==> config.mk <==
export PLATFORM = sky130hd
export DESIGN_NAME = aes_batch_scheduler
export DESIGN_NICKNAME = d
export VERILOG_FILES = /design/src/rtl/aes_batch_scheduler.sv
export SDC_FILE = /design/constraint.sdc
export NUM_CORES = 2
export LEC_CHECK = 0
export CAP_MARGIN = 20
export CORE_AREA = 3 3 703 705
export DETAILED_ROUTE_END_ITERATION = 6
export DIE_AREA = 0 0 706 708
export DONT_BUFFER_PORTS = 1
export PLACE_DENSITY = 0.33
export SYNTH_ARGS = -nofsm -noshare
export SYNTH_HDL_FRONTEND = slang
export SYNTH_SLANG_ARGS = --single-unit
==> constraint.sdc <==
create_clock -name clk -period 20.3 [get_ports clk]
set_input_delay 4.06 -clock clk [delete_from_list [all_inputs] [get_ports clk]]
set_output_delay 4.06 -clock clk [all_outputs]
set_load 0.01 [all_outputs]
==> src/rtl/aes_batch_scheduler.sv <==
// Batches up to SLOTS masked AES requests from two requesters onto one
// 64-bit-datapath Cipher core and returns recombined, requester-tagged results.
module aes_batch_scheduler #(
  parameter int unsigned SLOTS       = 2,
  parameter int unsigned GATHER_WAIT = 8,
  parameter int unsigned TIMEOUT     = 1023
) (
  input  logic         clk,
  input  logic         rst,
  input  logic [1:0]   req_valid,
  output logic [1:0]   req_ready,
  input  logic [255:0] req_pt0,
  input  logic [255:0] req_pt1,
  input  logic [255:0] req_key0,
  input  logic [255:0] req_key1,
  input  logic [63:0]  r_in,
  output logic         res_valid,
  input  logic         res_ready,
  output logic [127:0] res_ct0,
  output logic [127:0] res_ct1,
  output logic         res_id,
  output logic         err,
  output logic         cph_rst,
  output logic [63:0]  cph_in0,
  output logic [63:0]  cph_in1,
  output logic [63:0]  cph_key0,
  output logic [63:0]  cph_key1,
  output logic [63:0]  cph_r,
  input  logic [63:0]  cph_out0,
  input  logic [63:0]  cph_out1,
  input  logic         cph_done
);
  localparam int unsigned SW = (SLOTS > 1) ? $clog2(SLOTS) : 1;
  localparam int unsigned NS = 1 << SW;
  localparam int unsigned HW = SW + 1;
  localparam logic [HW-1:0] LAST_HALF = HW'(2 * SLOTS - 1);
  localparam logic [SW:0]   LAST_FILL = (SW + 1)'(SLOTS - 1);
  localparam logic [SW-1:0] LAST_SLOT = SW'(SLOTS - 1);

  typedef enum logic [2:0] {IDLE, GATHER, LOAD, WAIT_DONE, DRAIN, RESP} state_t;

  state_t         state;
  logic           ptr;
  logic [SW:0]    fill;
  logic [15:0]    gcnt;
  logic [HW-1:0]  hcnt;
  logic [9:0]     wcnt;
  logic [SW-1:0]  rptr;
  logic [127:0]   s_pt0 [NS];
  logic [127:0]   s_pt1 [NS];
  logic [127:0]   s_key0[NS];
  logic [127:0]   s_key1[NS];
  logic [NS-1:0]  s_valid;
  logic [NS-1:0]  s_id;
  logic [63:0]    o0[2*NS];
  logic [63:0]    o1[2*NS];

  // Half A = {W1,W0}, half B = {W3,W2} with W0 the most significant word.
  function automatic logic [63:0] half_of(input logic [127:0] b, input logic hb);
    return hb ? {b[31:0], b[63:32]} : {b[95:64], b[127:96]};
  endfunction

  function automatic logic [127:0] join_halves(input logic [63:0] ha, input logic [63:0] hb);
    return {ha[31:0], ha[63:32], hb[31:0], hb[63:32]};
  endfunction

  logic          accept, gnt, gsel, has_next;
  logic [127:0]  g_pt0, g_pt1, g_key0, g_key1;
  logic [HW-1:0] nxt;
  logic [SW-1:0] nslot, rnext;

  always_comb begin
    accept   = !rst && (state == IDLE || (state == GATHER && fill < (SW + 1)'(SLOTS)));
    gsel     = (&req_valid) ? ptr : req_valid[1];
    gnt      = accept && (|req_valid);
    req_ready = {gnt && gsel, gnt && !gsel};
    g_pt0    = gsel ? req_pt0[255:128]  : req_pt0[127:0];
    g_pt1    = gsel ? req_pt1[255:128]  : req_pt1[127:0];
    g_key0   = gsel ? req_key0[255:128] : req_key0[127:0];
    g_key1   = gsel ? req_key1[255:128] : req_key1[127:0];
    nxt      = hcnt + HW'(1);
    nslot    = nxt[HW-1:1];
    rnext    = rptr + SW'(1);
    has_next = (rptr != LAST_SLOT) && s_valid[rnext];
  end

  assign cph_r   = r_in;
  assign res_ct0 = res_valid ? join_halves(o0[{rptr, 1'b0}], o0[{rptr, 1'b1}]) : '0;
  assign res_ct1 = res_valid ? join_halves(o1[{rptr, 1'b0}], o1[{rptr, 1'b1}]) : '0;
  assign res_id  = res_valid & s_id[rptr];

  always_ff @(posedge clk) begin
    if (rst) begin
      state     <= IDLE;
      ptr       <= 1'b0;
      fill      <= '0;
      gcnt      <= '0;
      hcnt      <= '0;
      wcnt      <= '0;
      rptr      <= '0;
      s_valid   <= '0;
      s_id      <= '0;
      res_valid <= 1'b0;
      err       <= 1'b0;
      cph_rst   <= 1'b1;
      cph_in0   <= '0;
      cph_in1   <= '0;
      cph_key0  <= '0;
      cph_key1  <= '0;
      for (int unsigned i = 0; i < NS; i++) begin
        s_pt0[i] <= '0; s_pt1[i] <= '0; s_key0[i] <= '0; s_key1[i] <= '0;
      end
      for (int unsigned i = 0; i < 2 * NS; i++) begin
        o0[i] <= '0; o1[i] <= '0;
      end
    end else begin
      err      <= 1'b0;
      cph_in0  <= '0;
      cph_in1  <= '0;
      cph_key0 <= '0;
      cph_key1 <= '0;
      case (state)
        IDLE: if (gnt) begin
          s_pt0[0] <= g_pt0; s_pt1[0] <= g_pt1; s_key0[0] <= g_key0; s_key1[0] <= g_key1;
          s_valid[0] <= 1'b1;
          s_id[0]    <= gsel;
          ptr        <= !gsel;
          fill       <= (SW + 1)'(1);
          gcnt       <= '0;
          if (SLOTS == 1) begin
            // Single-slot batches skip GATHER, so the first half comes straight from the request.
            state    <= LOAD;
            cph_rst  <= 1'b0;
            hcnt     <= '0;
            cph_in0  <= half_of(g_pt0, 1'b0);
            cph_in1  <= half_of(g_pt1, 1'b0);
            cph_key0 <= half_of(g_key0, 1'b0);
            cph_key1 <= half_of(g_key1, 1'b0);
          end else begin
            state <= GATHER;
          end
        end
        GATHER: begin
          if (gnt) begin
            s_pt0[fill[SW-1:0]]  <= g_pt0;
            s_pt1[fill[SW-1:0]]  <= g_pt1;
            s_key0[fill[SW-1:0]] <= g_key0;
            s_key1[fill[SW-1:0]] <= g_key1;
            s_valid[fill[SW-1:0]] <= 1'b1;
            s_id[fill[SW-1:0]]    <= gsel;
            ptr  <= !gsel;
            fill <= fill + (SW + 1)'(1);
          end
          gcnt <= gcnt + 16'd1;
          if ((gnt && fill == LAST_FILL) || gcnt == 16'(GATHER_WAIT - 1)) begin
            state    <= LOAD;
            cph_rst  <= 1'b0;
            hcnt     <= '0;
            cph_in0  <= half_of(s_pt0[0], 1'b0);
            cph_in1  <= half_of(s_pt1[0], 1'b0);
            cph_key0 <= half_of(s_key0[0], 1'b0);
            cph_key1 <= half_of(s_key1[0], 1'b0);
          end
        end
        LOAD: begin
          if (hcnt == LAST_HALF) begin
            state <= WAIT_DONE;
            wcnt  <= '0;
          end else begin
            hcnt <= nxt;
            if (s_valid[nslot]) begin
              cph_in0  <= half_of(s_pt0[nslot], nxt[0]);
              cph_in1  <= half_of(s_pt1[nslot], nxt[0]);
              cph_key0 <= half_of(s_key0[nslot], nxt[0]);
              cph_key1 <= half_of(s_key1[nslot], nxt[0]);
            end
          end
        end
        WAIT_DONE: begin
          if (cph_done) begin
            o0[0] <= cph_out0;
            o1[0] <= cph_out1;
            hcnt  <= HW'(1);
            state <= DRAIN;
          end else if (wcnt == 10'(TIMEOUT - 1)) begin
            err     <= 1'b1;
            cph_rst <= 1'b1;
            s_valid <= '0;
            state   <= IDLE;
          end else begin
            wcnt <= wcnt + 10'd1;
          end
        end
        DRAIN: begin
          o0[hcnt] <= cph_out0;
          o1[hcnt] <= cph_out1;
          if (hcnt == LAST_HALF) begin
            cph_rst   <= 1'b1;
            res_valid <= 1'b1;
            rptr      <= '0;
            state     <= RESP;
          end else begin
            hcnt <= nxt;
          end
        end
        RESP: if (res_ready) begin
          // Slots fill contiguously, so the first invalid slot ends the batch.
          if (has_next) begin
            rptr <= rnext;
          end else begin
            res_valid <= 1'b0;
            s_valid   <= '0;
            state     <= IDLE;
          end
        end
        default: state <= IDLE;
      endcase
    end
  end
endmodule
==> flow_summary.yaml <==
outcome:
  outcome: "completed"
synthesis:
  synth_top_cell_by_area: "edfxtp_1"
  ys_seq_area_share_pct: 64.6
  synth_async_sr_flop_share_pct: 0
  syn-num-nets: 7175
  synth-edff-count: 1536
  synth_area_leaders: "edfxtp_1, mux2i_1, dfxtp_1"
  synth.distinct_cells: 67
  synthCells: 5948
  syn_area_per_cell_um2: 13.6
  synth_area_um2: 80600
  synth.most_common_cell: "nor2_1"
  synth_ff_type: "edfxtp_1"
  synth_commonest_cells: "nor2_1, edfxtp_1, mux2i_1, and2_1, dfxtp_1"
  ys_seq_elements: 1835
  ys_warn_count: 0
  synthDominantCellAreaShare_pct: 57.2
detailed_routing:
  drtIter0Drc: 3549
  ant_nets: 0
  drt-total-wl_um: 364000
  wl_per_cell_um: 29.0
  drt_pre_antenna_iters: 7
  vias: 49300
  vias_per_cell: 3.93
  drc: 0
grt:
  grt_usage_pct: 14.0
  grt_pass1_wl_um: 481000
  grt_pass1_vias: 51000
  gr-total-overflow: 0
  grt_start_max_net_pins: 140
  antenna_found_initial: 163
placement:
  dpl.hpwl_um: 260000
  dpl-instance-area_um2: 87300
  post-place-ws_ns: 10.31
  gp_congestion: 0.975
  port_buffers: 0
sta:
  hold_violations: 0
  slew_viol_final: 0
  max_freq_mhz: 104
  rsz0062_at_grt: "no"
  worst_pin_slew_ns: 1.30
  fin_ws_ns: 10.70
  fin_tns_setup_ns: 0
  period_share_pct: 47.3
  relSlewSlack_pct: 13.6
  setup_viol: 0
  finClkSkew_ns: 0.0889
  finalCriticalPeriod_ns: 9.60
floorplanning:
  die_y_um: 708
  fp.dieW_um: 706
  io_pins: 1804
  core_area_um2: 489000
  dieArea_um2: 500000
  placementRows: 257
  start_util_pct: 16.5
clocking:
  ctsLongestPathBuffers: 4
  root_buffer: "clkbuf_16"
  clock_latency_ns: 0.96
  cts_resized: 0
  clk_pin_slew_worst_paths_ns: 0.06
  cts_hold_buf: 0
  cts_tree: "built"
  post_cts_buffers: 0
  cts_num_sinks: 1835
  htree_levels: 4
  cts_buffers: 233
power:
  pwr_density_cell_nw_per_um2: 99.8
  power_leakage_nw: 31.4
  power.total_mw: 9.50
  irDropWorstVdd_v: 0.0000796
final_layout:
  multi_input_area_um2: 26000
  design_area_um2: 95200
  fill_cells: 52500
  drive_above_1_share_pct: 12.7
  syn_to_final_growth_pct: 18.1
  finalNetCount: 7014
  seqCellArea_um2: 52100
worst_setup_path:
  r2r_slack_ns: 14.31
  cp-start-kind: "flip-flop"
  cp_max_fo: 47
  cp.arrival_ns: 5.54
  critPathRequiredTime_ns: 16.24
  worstSetupPathType: "flip-flop to primary output"
  worstSetupEndpointType: "primary output"
min_path:
  hp-class: "flip-flop to flip-flop"
run:
  drv_cap: 0
## metal layers
layer  up-vias  track usage, %  share of wire [%]
li1      21400               -                  -
met1     25400            15.5                 37
met2      1875            24.3                 50
met3       536            5.31                9.1
met4        48            4.90                3.6
met5         -               0              0.089
## kinds of logic after synthesis
logic type | share of synthesized area [%]
buffers and inverters | 3.28
and+or+nand+nor | 12.1
adders and majority gates | 0.0776
DFF | 64.6
xor gates and xnor gates | 0.0652
AOI/OAI and AO/OA | 3.05
muxes | 16.8
## placed cells by master, fill, tap and decap left out, drive strengths merged, types with 10 or more instances in the layout
cell,synthesis,layout
edfxtp,1536,1536
nand4,10,10
dfxtp,299,299
mux4,256,256
nor2,1573,1573
bufinv,0,20
a21oi,29,29
clkinv,1,95
and2,387,387
buf,356,127
nand3,15,15
inv,10,17
mux2i,773,773
a22oi,256,256
nor3,10,10
diode,0,80
and3,133,133
nand2,33,33
clkbuf,167,309
o21ai,19,19
## per-stage QoR
stage                     hold slack, ns  utilization [%]  std cells
after floorplan                    0.447                -       5948
after global placement             0.474             17.9      12000
after detailed placement           0.488             17.9      12000
after CTS                          0.485             19.4      12500
after global routing               0.516             19.4      12500
final                              0.469             19.5      12500
## sequential cells by signal, summed over array words and instances, names as in the netlist, 16 cells and up, named ones only
| register | cells |
|---|---|
| s_key0 | 256 |
| o0 | 256 |
| s_pt0 | 256 |
| cph_in0 | 64 |
| s_key1 | 256 |
| cph_in1 | 64 |
| s_pt1 | 256 |
| o1 | 256 |
| gcnt | 16 |
| cph_key0 | 64 |
| cph_key1 | 64 |
## critical path: stages (launching register included)
cell,delay [ns]
dfxtp_4,0.65
buf_4,0.58
buf_4,0.80
buf_4,0.86
buf_4,0.75
mux2i_1,0.23
nor2_1,0.38
## power breakdown
part,internal [mW],switching [mW]
clock network,2.45,1.76
registers,4.39,0.0950
logic,0.263,0.546
## layout make-up
type / count / area share (%)
sequential: 1835 / 54.7
multi-input combinational: 3579 / 27.3
tap: 6475 / 8.51
clock buffer: 309 / 6.67
clock inverter: 128 / 1.40
timing repair buffer: 127 / 1.13
antenna: 80 / 0.210
inverter: 11 / 0.0512
## final timing paths
kind	from	to	depth (start not counted)
worst min-delay path	s_key1[0][70]$_SDFFCE_PN0P_	cph_key1[38]$_SDFF_PP0_	2
worst max-delay path	flip-flop	res_ct0[74]	6
worst min register to register	s_key1[0][70]$_SDFFCE_PN0P_	cph_key1[38]$_SDFF_PP0_	2
worst max register to register	state[0]$_SDFFE_PP0P_	s_pt1[0][125]$_SDFFCE_PN0P_	8
Note: power is estimated with default switching activity, not from simulation.
